--- src/rtl/ps2_pkg.sv ---
// Shared PS/2 types: controller flags, decoded key events, scan code constants
// and the decoder state encoding.
package ps2_pkg;

    typedef struct packed {
        logic timeout;
        logic parity_err;
        logic stop_err;
    } flags_t;

    typedef struct packed {
        logic       pause;
        logic       ext;
        logic       brk;
        logic [7:0] code;
    } kbd_event_t;

    localparam logic [7:0] SC_EXT     = 8'hE0;
    localparam logic [7:0] SC_BRK     = 8'hF0;
    localparam logic [7:0] SC_PAUSE   = 8'hE1;
    localparam logic [7:0] SC_ACK     = 8'hFA;
    localparam logic [7:0] SC_RESEND  = 8'hFE;
    localparam logic [7:0] SC_BAT_OK  = 8'hAA;
    localparam logic [7:0] SC_BAT_ERR = 8'hFC;
    localparam logic [7:0] SC_ECHO    = 8'hEE;
    localparam logic [7:0] SC_OVR0    = 8'h00;
    localparam logic [7:0] SC_OVRF    = 8'hFF;

    // Code reported for the Pause key, and bytes following E1 before it completes
    localparam logic [7:0] PAUSE_CODE = 8'h77;
    localparam logic [2:0] PAUSE_SKIP = 3'd7;

    typedef enum logic [2:0] {
        ST_IDLE,
        ST_EXT,
        ST_BRK,
        ST_EXT_BRK,
        ST_PAUSE
    } dec_state_t;

endpackage

--- src/rtl/sync_fifo.sv ---
// First-word-fall-through synchronous FIFO; full/empty from an extra pointer MSB.
// A push while full is ignored unless a pop happens in the same cycle.
module sync_fifo #(
    parameter int WIDTH = 8,
    parameter int DEPTH = 4
) (
    input  logic             clk,
    input  logic             rst,
    input  logic             i_push,
    input  logic [WIDTH-1:0] i_data,
    input  logic             i_pop,
    output logic [WIDTH-1:0] o_data,
    output logic             o_full,
    output logic             o_empty
);
    localparam int AW = $clog2(DEPTH);

    logic [WIDTH-1:0] r_mem [DEPTH];
    logic [AW:0]      r_wr;
    logic [AW:0]      r_rd;
    logic             w_do_push;
    logic             w_do_pop;

    assign o_empty   = (r_wr == r_rd);
    assign o_full    = (r_wr[AW] != r_rd[AW]) && (r_wr[AW-1:0] == r_rd[AW-1:0]);
    assign w_do_pop  = i_pop & ~o_empty;
    assign w_do_push = i_push & (~o_full | w_do_pop);
    assign o_data    = r_mem[r_rd[AW-1:0]];

    always_ff @(posedge clk) begin
        if (rst) begin
            r_wr <= '0;
            r_rd <= '0;
        end else begin
            if (w_do_push) r_wr <= r_wr + (AW+1)'(1);
            if (w_do_pop)  r_rd <= r_rd + (AW+1)'(1);
        end
    end

    always_ff @(posedge clk) begin
        if (w_do_push) r_mem[r_wr[AW-1:0]] <= i_data;
    end

endmodule

--- src/rtl/ps2_kbd_decoder.sv ---
// Scan code set 2 decoder: turns PS/2 bytes into key events (make/break, E0, Pause),
// reports device control replies as pulses and buffers events in a FIFO.
module ps2_kbd_decoder
    import ps2_pkg::*;
#(
    parameter int FIFO_DEPTH = 4,
    parameter int ERR_W      = 8
) (
    input  logic             clk,
    input  logic             rst,
    input  logic             en,
    input  logic             in_valid,
    input  logic             in_is_tx,
    input  logic [7:0]       in_data,
    input  flags_t           in_flags,
    output logic             ev_valid,
    input  logic             ev_ready,
    output logic [7:0]       ev_code,
    output logic             ev_ext,
    output logic             ev_break,
    output logic             ev_pause,
    output logic             ctl_ack,
    output logic             ctl_resend,
    output logic             ctl_bat_ok,
    output logic             ctl_echo,
    output logic             ev_drop,
    output logic [ERR_W-1:0] err_count
);
    dec_state_t       r_state, w_state_nxt;
    logic [2:0]       r_skip, w_skip_nxt;
    logic             w_acc;
    logic             w_push;
    kbd_event_t       w_push_ev;
    logic             w_err_inc;
    logic             w_ack, w_resend, w_bat_ok, w_echo;
    logic             w_full, w_empty, w_pop;
    kbd_event_t       w_head;
    logic [ERR_W-1:0] r_err;
    logic             r_ack, r_resend, r_bat_ok, r_echo, r_drop;

    assign w_acc = en & in_valid & ~in_is_tx;
    assign w_pop = ~w_empty & ev_ready;

    always_ff @(posedge clk) begin
        if (rst) begin
            r_state <= ST_IDLE;
            r_skip  <= '0;
        end else begin
            r_state <= w_state_nxt;
            r_skip  <= w_skip_nxt;
        end
    end

    always_comb begin
        w_state_nxt = r_state;
        w_skip_nxt  = r_skip;
        w_push      = 1'b0;
        w_push_ev   = '0;
        w_err_inc   = 1'b0;
        w_ack       = 1'b0;
        w_resend    = 1'b0;
        w_bat_ok    = 1'b0;
        w_echo      = 1'b0;
        if (!en) begin
            w_state_nxt = ST_IDLE;
        end else if (w_acc) begin
            if (in_flags != flags_t'('0)) begin
                w_state_nxt = ST_IDLE;
                w_err_inc   = 1'b1;
            end else if (r_state == ST_PAUSE) begin
                // Pause body carries no information, so bytes are only counted
                w_skip_nxt = r_skip - 3'd1;
                if (r_skip == 3'd1) begin
                    w_push         = 1'b1;
                    w_push_ev.pause = 1'b1;
                    w_push_ev.code  = PAUSE_CODE;
                    w_state_nxt    = ST_IDLE;
                end
            end else begin
                w_state_nxt = ST_IDLE;
                case (in_data)
                    SC_ACK:    w_ack    = 1'b1;
                    SC_RESEND: w_resend = 1'b1;
                    SC_BAT_OK: w_bat_ok = 1'b1;
                    SC_ECHO:   w_echo   = 1'b1;
                    SC_BAT_ERR, SC_OVR0, SC_OVRF: w_err_inc = 1'b1;
                    default: begin
                        case (r_state)
                            ST_IDLE: begin
                                if (in_data == SC_EXT) begin
                                    w_state_nxt = ST_EXT;
                                end else if (in_data == SC_BRK) begin
                                    w_state_nxt = ST_BRK;
                                end else if (in_data == SC_PAUSE) begin
                                    w_state_nxt = ST_PAUSE;
                                    w_skip_nxt  = PAUSE_SKIP;
                                end else begin
                                    w_push         = 1'b1;
                                    w_push_ev.code = in_data;
                                end
                            end
                            ST_EXT: begin
                                if (in_data == SC_BRK) begin
                                    w_state_nxt = ST_EXT_BRK;
                                end else begin
                                    w_push         = 1'b1;
                                    w_push_ev.ext  = 1'b1;
                                    w_push_ev.code = in_data;
                                end
                            end
                            ST_BRK, ST_EXT_BRK: begin
                                if (in_data == SC_EXT || in_data == SC_BRK || in_data == SC_PAUSE) begin
                                    w_err_inc = 1'b1;
                                end else begin
                                    w_push         = 1'b1;
                                    w_push_ev.ext  = (r_state == ST_EXT_BRK);
                                    w_push_ev.brk  = 1'b1;
                                    w_push_ev.code = in_data;
                                end
                            end
                            default: w_state_nxt = ST_IDLE;
                        endcase
                    end
                endcase
            end
        end
    end

    always_ff @(posedge clk) begin
        if (rst) begin
            r_err    <= '0;
            r_ack    <= 1'b0;
            r_resend <= 1'b0;
            r_bat_ok <= 1'b0;
            r_echo   <= 1'b0;
            r_drop   <= 1'b0;
        end else begin
            if (w_err_inc && r_err != '1) r_err <= r_err + ERR_W'(1);
            r_ack    <= w_ack;
            r_resend <= w_resend;
            r_bat_ok <= w_bat_ok;
            r_echo   <= w_echo;
            r_drop   <= w_push & w_full & ~w_pop;
        end
    end

    sync_fifo #(
        .WIDTH ($bits(kbd_event_t)),
        .DEPTH (FIFO_DEPTH)
    ) u_fifo (
        .clk     (clk),
        .rst     (rst),
        .i_push  (w_push),
        .i_data  (w_push_ev),
        .i_pop   (w_pop),
        .o_data  (w_head),
        .o_full  (w_full),
        .o_empty (w_empty)
    );

    // Head fields are gated so that an empty FIFO presents all-zero outputs
    assign ev_valid   = ~w_empty;
    assign ev_code    = w_empty ? 8'h00 : w_head.code;
    assign ev_ext     = ~w_empty & w_head.ext;
    assign ev_break   = ~w_empty & w_head.brk;
    assign ev_pause   = ~w_empty & w_head.pause;
    assign ctl_ack    = r_ack;
    assign ctl_resend = r_resend;
    assign ctl_bat_ok = r_bat_ok;
    assign ctl_echo   = r_echo;
    assign ev_drop    = r_drop;
    assign err_count  = r_err;

endmodule

--- config.mk ---
export PLATFORM = sky130hd
export DESIGN_NAME = ps2_kbd_decoder
export DESIGN_NICKNAME = d
export VERILOG_FILES = /design/src/rtl/ps2_pkg.sv /design/src/rtl/sync_fifo.sv /design/src/rtl/ps2_kbd_decoder.sv
export SDC_FILE = /design/constraint.sdc
export NUM_CORES = 1
export LEC_CHECK = 0
export CAP_MARGIN = 40
export CELL_PAD_IN_SITES_DETAIL_PLACEMENT = 0
export CELL_PAD_IN_SITES_GLOBAL_PLACEMENT = 2
export CORE_MARGIN = 8
export CORE_UTILIZATION = 37
export DETAILED_ROUTE_END_ITERATION = 16
export GPL_ROUTABILITY_DRIVEN = 0
export MAX_ROUTING_LAYER = met4
export PLACE_DENSITY_LB_ADDON = 0.1
export SLEW_MARGIN = 20
export SYNTH_ARGS = -nofsm -noshare
export SYNTH_HDL_FRONTEND = slang
export SYNTH_SLANG_ARGS = --single-unit
--- constraint.sdc ---
create_clock -name clk -period 4.2 [get_ports clk]
set_clock_uncertainty 0.05 [all_clocks]
set_input_delay 1.26 -clock clk [delete_from_list [all_inputs] [get_ports clk]]
set_output_delay 1.26 -clock clk [all_outputs]
set_load 0.05 [all_outputs]
[Word-level counts from Yosys, hierarchy flattened]
Memory sizes are Yosys's and may differ from the RTL's. A register that Yosys moved wholly into a read port is not among the register bits.
Cells that the tools add are included.
Cells by class
  eq/ne operators: 22
  magnitude comparators: 0
  bitwise operators: 18
  shift operators: 0
  divide/modulo/power cells: 0
  reduce and logical (&&, ||, !) cells: 17
  multipliers: 0
  add/subtract/negate cells: 4
  multiplexer cells: 59
Operators with widths (count)
  $eq 8x8->1 const B: 9
  $mux 8: 6
  $mux 3: 13
  $mux 11: 3
  $mux 1: 25
  $pmux 8 s3: 1
  $mux 10: 2
  $and 1x1->1: 10
  $add 8x1->8 const B: 1
  $logic_not 8->1: 1
  $mux 2: 4
  $ne 8x8->1 const B: 1
  $reduce_and 8->1: 1
  $mux 7: 1
  $not 1->1: 7
  $reduce_or 7->1: 1
  $add 3x1->3 const B: 2
  $eq 3x1->1 const B: 2
  $eq 3x2->1 const B: 2
  $pmux 3 s2: 1
  $reduce_or 5->1: 1
  $ne 2x2->1 const B: 2
  $pmux 1 s2: 2
  $reduce_bool 2->1: 2
  17 further kinds: 20
Storage, ports and cells
  bits in latches: 0
  memory bits (read-only): 0
  logic and storage cells: 131
  memories: 1
  register bits: 25
  RAM bits: 44
Memories
  u_fifo.r_mem: words 4, width 11, rd ports 1, clocked after Yosys merged registers in 1, wr ports 1, line sync_fifo.sv:18  | logic [WIDTH-1:0] r_mem [DEPTH];

[Logic depth before layout (Yosys ltp)]
Gate-level depths: netlist (run 1).
  word-level depth: 13
  mapped depth: 7

[By module]
From an unflattened synthesis (run 1), not the netlist that was laid out.
Second synthesis, totals
  cell total of the unflattened synthesis: 275
  area, all modules: 3439.5 µm²
By module, submodules not included
  sync_fifo: area each 2127.0 µm², sequential area each 1481.4 µm², times used 1, cells an instance 112
  ps2_kbd_decoder: area each 1312.5 µm², sequential area each 380.4 µm², times used 1, cells an instance 163

[Worst setup path after synthesis (run 1)]
Ideal clock, no wire load.
  path kind: input to register
  from: input port in_flags[1] (netlist name)
  to: register u_fifo.r_wr[2]
  slack: 0.326 ns
  path buffers: 0
  data arrival time: 3.703 ns
  library setup time: 0.121 ns
  cell stages on the path: 6
  cells stage by stage: or3_1 nor2_1 o21ai_1 nand2b_1 a211oi_1 mux2_2
On the way
  cells in the longest elaborated chain, start to end: 5
Ends and longest elaborated chain
  start, declared: line ps2_kbd_decoder.sv:15  | input flags_t in_flags,
  $reduce_bool 3->1: line ps2_kbd_decoder.sv:67  | if (in_flags != flags_t'('0)) begin
  $mux 1: line ps2_kbd_decoder.sv:67
  $mux 1: line ps2_kbd_decoder.sv:66  | end else if (w_acc) begin
  $mux 1: line ps2_kbd_decoder.sv:64  | if (!en) begin
  $and 1x1->1: line sync_fifo.sv:27  | assign w_do_push = i_push & (~o_full | w_do_pop);
  end signal, assigned: line sync_fifo.sv:35  | if (w_do_push) r_wr <= r_wr + (AW+1)'(1);
  end, declared: line sync_fifo.sv:19  | logic [AW:0] r_wr;
Every way passes these cells.
A chain may end at the register's enable or synchronous reset.

==> metrics.md, run 1 <==
| Metric | Value |
|---|---|
| Status | `complete, no violations` |
| Antenna cells | `0` |
| Worst vdd ir | `0.192 mV` |
| First-pass GRT wire length | `11200 um` |
| Ports | `42` |
| Wirelength per Cell | `15.9 um` |
| Clk root buf | `clkbuf_8` |
| PortBufs | `41` |
| Met1 wire length | `3280 um` |
| Total CTS buffers | `9` |
| Fmax | `278 MHz` |
| Count leader, synth | `edfxtp_1` |
| Worst setup margin | `0.600 ns` |
| EDFF count, synth | `44` |
| Core Region | `8640 um^2` |
| Async SR Flop Fraction | `0%` |
| Multi-input logic area | `1330 um^2` |
| Antenna violations before repair | `0` |
| Commonest cells in the netlist | `edfxtp_1 (44), dfxtp_1 (27), nor2_1 (20)` |
| Most used DFF post-synth | `edfxtp_1` |
| Pwr Density | `340 nW/um^2` |
| Critical path class | `reg2out` |
| Buffer and inverter count on the worst path | `2` |
| Filler cell count | `784` |
| Die H | `110 um` |
| Area contributors post-synth | `edfxtp_1 (40%), dfxtp_1 (17%), mux4_2 (7.6%), ha_1 (3.1%), nor2b_1 (2.5%)` |
| Tmin final | `3.60 ns` |
| Largest delay share family, worst path | `buffers and inverters` |
| Netlist cell types | `45` |
| Hold Vio Cnt, Final | `0` |
| Crit-path max FO | `11` |
| Seq/Total Area, Yosys | `56.9%` |
| Cell accounting for the most synthesized area | `edfxtp_1` |
| CP startpoint kind | `flip-flop` |
| Final Slew Violations | `0` |
| Vias | `2169` |
| H-tree Lvls | `3` |
| Die area | `12100 um^2` |
| Slew margin rel. | `53.6%` |
| WP data required | `2.89 ns` |
| Initial Utilization | `37.9%` |
| CP max stage cell | `clkdlybuf4s50_1` |
| RSZ-0062 raised after global routing | `false` |
| Met2 routed WL | `3260 um` |
| Fin cells | `429` |
| Nets@finish | `341` |
| Dpl ws | `0.263 ns` |
| Maximum number of pins on one net before global-route repair | `24` |
| Clk sinks | `71` |
| Ratio of final minimum period to clock period | `85.7%` |
| Hold_buf cts | `0` |
| Pwr Total | `1370 uW` |
| CP endpoint kind | `output port` |
| Syn Nets | `293` |
| Routed Antenna Nets | `0` |
| Lkg Pwr | `0.00130 uW` |
| Max-Cap Viols | `0` |
| CTS resizes | `0` |
| Seq cells post-synth | `71` |
| GR Util All Layers | `12.5%` |
| Initial drt markers | `96` |
| Vias in the first global route | `2194` |
| CP Cell Sequence | `buf_4 -> mux4_2 -> nor2b_1 -> clkdlybuf4s50_1` |
| Drt drc | `0` |
| Top routing layer in use | `met4` |
| Initial DRT Pass Iterations | `4` |
| Post-CTS Setup Repair Bufs | `0` |
| Dpl hpwl | `5070 um` |
| Clock Path Buffers | `2` |
| Hold Path Class | `reg2reg` |
| Synth warnings | `0` |
| Clock-pin slew on the worst setup and hold paths | `0.08 ns` |
| Worst slew pin tran | `0.694 ns` |
| Placed Cells incl. Taps | `413` |
| Mapped Area | `3270 um^2` |
| Crit path DAT | `2.29 ns` |
| Synth top area share | `40.4%` |
| Routed wl met3 | `233 um` |
| # rows | `34` |
| FF/Latch Area | `1860 um^2` |
| Via density | `5.06` |
| Worst-Skew Late Latency | `0.34 ns` |
| Final wirelength | `6840 um` |
| CP max stage delay | `0.71 ns` |
| Chip Width | `110 um` |
| Per-instance average area after synthesis | `12.2 um^2` |
| Setup-failing EPs final | `0` |
| P&R area growth vs syn | `23.0%` |
| Gr ovfl total | `0` |
| TritonCTS clock tree | `yes` |
| Post-Syn Instances | `268` |
| Final TNS setup | `0 ns` |
| Fraction of layout cells with a size suffix above 1 | `13.1%` |
==> routing by layer <==
layer  track usage [%]  vias to the layer above
met5                 -                        -
met4              4.05                        0
met3              3.78                        6
met2              19.5                       33
met1              15.1                     1035
li1                  -                     1095
==> per-stage QoR <==
step	util (%)	instance area, um^2	hold WS, ns
floorplan	-	3270	0.425
global placement	44.3	3830	0.433
detailed placement	44.3	3830	0.437
CTS	46.6	4020	0.449
global route	46.6	4020	0.465
finish	46.6	4020	0.447
==> final timing paths <==
check,slack (ns),startpoint,endpoint,depth (start not counted)
max,0.60,flip-flop,ev_code[5],4
min,0.45,err_count[4],err_count[4],2
max reg2reg,1.72,r_state[0],u_fifo.r_mem[1][0],5
min reg2reg,0.45,err_count[4],err_count[4],2
==> kinds of logic (layout without fill, tap and decap cells) <==
group                    after synthesis  count (layout)  share of synthesized area [%]
adder cells (fa/ha/maj)                8               8                           3.06
AND/OR/NAND/NOR                      105             105                           17.8
XOR/XNOR                               9               9                           2.41
AO/OA/AOI/OAI                         39              39                           8.27
multiplexers                          16              16                           9.18
flip-flops                            71              71                           56.9
buffers and inverters                 20              73                           2.30
==> flip-flops by register name, indices dropped and copies added (netlist names), named ones only <==
register and count:
ctl_bat_ok 1, u_fifo.r_wr 3, r_state 3, err_count 8
u_fifo.r_mem 44, r_skip 3, u_fifo.r_rd 3, ctl_ack 1
ctl_echo 1, ev_drop 1, ctl_resend 1
==> power by group <==
group          switching [uW]  internal [uW]
registers                1.81            734
logic                    48.9           35.8
clock network             268            278
==> cell type report <==
cell class | instances | area share (%)
timing repair buffer | 48 | 11.5
sequential | 71 | 46.3
clock inverter | 6 | 1.68
clock buffer | 10 | 3.17
inverter | 9 | 0.840
tap | 108 | 3.36
multi-input combinational | 177 | 33.1
==> worst reg2reg max path: cells and delay by family, from the launching register on <==
kind / cells / cell delay (ns)
and+or+nand+nor: 3 / 1.10
DFF: 1 / 0.48
AOI/OAI and AO/OA: 2 / 0.49
==> cell usage in the layout (no fill, tap or decap), types with 11 or more instances in the layout <==
cell type and instances:
a21oi_1 14, clkdlybuf4s50_1 41, dfxtp_1 27, edfxtp_1 44, mux4_2 11, nand2_1 15, nor2_1 20, nor2b_1 13
No activity file was read; power rests on OpenSTA's default activity.
==> run 2: changes to the inputs <==
Settings changed: SKIP_CTS_REPAIR_TIMING set to 1.
==> results of run 2 <==
No change in the layout: final DEF, timing and power equal those of run 1.
==> run 3: changes to the inputs <==
Settings changed: PLACE_DENSITY set to 0.76, PLACE_DENSITY_LB_ADDON 0.1 to not set.
==> metrics.md, run 3 (same netlist as run 1, synthesis figures left out) <==
| Metric | Value |
|---|---|
| Status | `complete, no violations (unchanged)` |
| Vias | `2225 (was 2169)` |
| TritonCTS clock tree | `yes (unchanged)` |
| Lkg Pwr | `0.00131 uW (was 0.00130 uW)` |
| Gr ovfl total | `0 (unchanged)` |
| H-tree Lvls | `3 (unchanged)` |
| GR Util All Layers | `12.8% (was 12.5%)` |
| Initial DRT Pass Iterations | `4 (unchanged)` |
| Antenna violations before repair | `0 (unchanged)` |
| Ratio of final minimum period to clock period | `86.1% (was 85.7%)` |
| Routed Antenna Nets | `0 (unchanged)` |
| CP startpoint kind | `input port (was flip-flop)` |
| # rows | `34 (unchanged)` |
| Reg2reg start | `r_state[1] (was r_state[0])` |
| P&R area growth vs syn | `23.1% (was 23.0%)` |
| Setup-failing EPs final | `0 (unchanged)` |
| Worst vdd ir | `0.172 mV (was 0.192 mV)` |
| Clock-pin slew on the worst setup and hold paths | `0.07 ns (was 0.08 ns)` |
| Antenna cells | `0 (unchanged)` |
| Worst slew pin tran | `0.653 ns (was 0.694 ns)` |
| PortBufs | `41 (unchanged)` |
| Chip Width | `110 um (unchanged)` |
| Nets@finish | `342 (was 341)` |
| Clk sinks | `71 (unchanged)` |
| Ports | `42 (unchanged)` |
| Crit-path max FO | `11 (unchanged)` |
| Maximum number of pins on one net before global-route repair | `24 (unchanged)` |
| RSZ-0062 raised after global routing | `false (unchanged)` |
| Core Region | `8640 um^2 (unchanged)` |
| Crit path DAT | `3.58 ns (was 2.29 ns)` |
| Commonest non-fill, non-tap cells in the layout | `edfxtp_1 (44), clkdlybuf4s50_1 (41), dfxtp_1 (27), nor2_1 (20), nand2_1 (15) (unchanged)` |
| Clk root buf | `clkbuf_8 (unchanged)` |
| Worst Hold Launch | `err_count[4] (unchanged)` |
| R2R setup slack | `1.63 ns (was 1.72 ns)` |
| WP data required | `4.17 ns (was 2.89 ns)` |
| Vias in the first global route | `2222 (was 2194)` |
| Commonest non-fill, non-tap cell in the layout | `edfxtp_1 (unchanged)` |
| Critical path class | `in2reg (was reg2out)` |
| First-pass GRT wire length | `11400 um (was 11200 um)` |
| Wirelength per Cell | `16.5 um (was 15.9 um)` |
| Worst-Skew Late Latency | `0.34 ns (about the same)` |
| Die H | `110 um (unchanged)` |
| Critical path origin | `in_data[2]` |
| Initial Utilization | `37.9% (unchanged)` |
| Pwr Density | `336 nW/um^2 (was 340 nW/um^2)` |
| Final TNS setup | `0 ns (unchanged)` |
| Hold Vio Cnt, Final | `0 (unchanged)` |
| Hold Path Class | `reg2reg (unchanged)` |
| Placed Cells incl. Taps | `414 (was 413)` |
| Clock Path Buffers | `2 (unchanged)` |
| Via density | `5.17 (was 5.06)` |
| Drt drc | `0 (unchanged)` |
| Fin cells | `430 (was 429)` |
| Max reg flops | `44 (unchanged)` |
| Dpl hpwl | `5160 um (was 5070 um)` |
| Fraction of layout cells with a size suffix above 1 | `13.4% (was 13.1%)` |
| CP endpoint kind | `flip-flop (was output port)` |
| Fmax | `276 MHz (was 278 MHz)` |
| Filler cell count | `780 (was 784)` |
| Slew margin rel. | `56.1% (was 53.6%)` |
| Final wirelength | `7100 um (was 6840 um)` |
| Max-Cap Viols | `0 (unchanged)` |
| Die area | `12100 um^2 (unchanged)` |
| Total CTS buffers | `9 (unchanged)` |
| Initial drt markers | `84 (was 96)` |
| Tmin final | `3.62 ns (was 3.60 ns)` |
| Final Slew Violations | `0 (unchanged)` |
[run 3: worst max-delay path, cell delays in order]
cell and delay (ns):
clkdlybuf4s50_1 0.51, or3_4 0.44, or4_4 0.45, o21a_1 0.20
nand3_1 0.15, a21oi_1 0.16, and2_1 0.41
[run 3: power breakdown]
part,leakage (uW),internal [uW],switching [uW]
Combinational,0.000604,36.4,49.4
Sequential,0.000609,734,1.75
Clock,0.000100,273,259
[run 3: final timing paths]
kind	end	cells past startpoint
setup / recovery	u_fifo.r_mem[2][5]	7
hold / removal	err_count[4]	2
setup reg to reg	u_fifo.r_mem[2][5]	5
hold reg to reg	err_count[4]	2
[run 3: layer usage]
layer | wire length (um) | track usage (%) | share of wire (%)
met5 | 0 | - | 0
met4 | 116 | 5.50 | 1.6
met3 | 255 | 2.85 | 3.6
met2 | 3420 | 20.5 | 48
met1 | 3300 | 15.2 | 46
[run 3: metrics by stage]
| step | hold slack (ns) | util (%) | power (uW) | area, um^2 | setup WS [ns] |
|---|---|---|---|---|---|
| 2_1_floorplan | 0.425 | - | 798 | 3270 | 0.326 |
| 3_3_place_gp | 0.436 | 44.4 | 838 | 3830 | 0.287 |
| 3_5_place_dp | 0.442 | 44.4 | 838 | 3830 | 0.216 |
| 4_1_cts | 0.455 | 46.6 | 1370 | 4020 | 0.535 |
| 5_1_grt | 0.494 | 46.6 | 1400 | 4020 | 0.380 |
| 6_report | 0.454 | 46.6 | 1350 | 4020 | 0.582 |
[run 3: cell type report]
class	count	area [um^2]	share of cell area [%]
Inverter	9	33.8	0.840
Tap cell	108	135	3.36
Sequential cell	71	1860	46.3
Clock inverter	6	62.6	1.55
Multi-Input combinational cell	177	1330	33.1
Timing Repair Buffer	49	470	11.7
Clock buffer	10	128	3.17
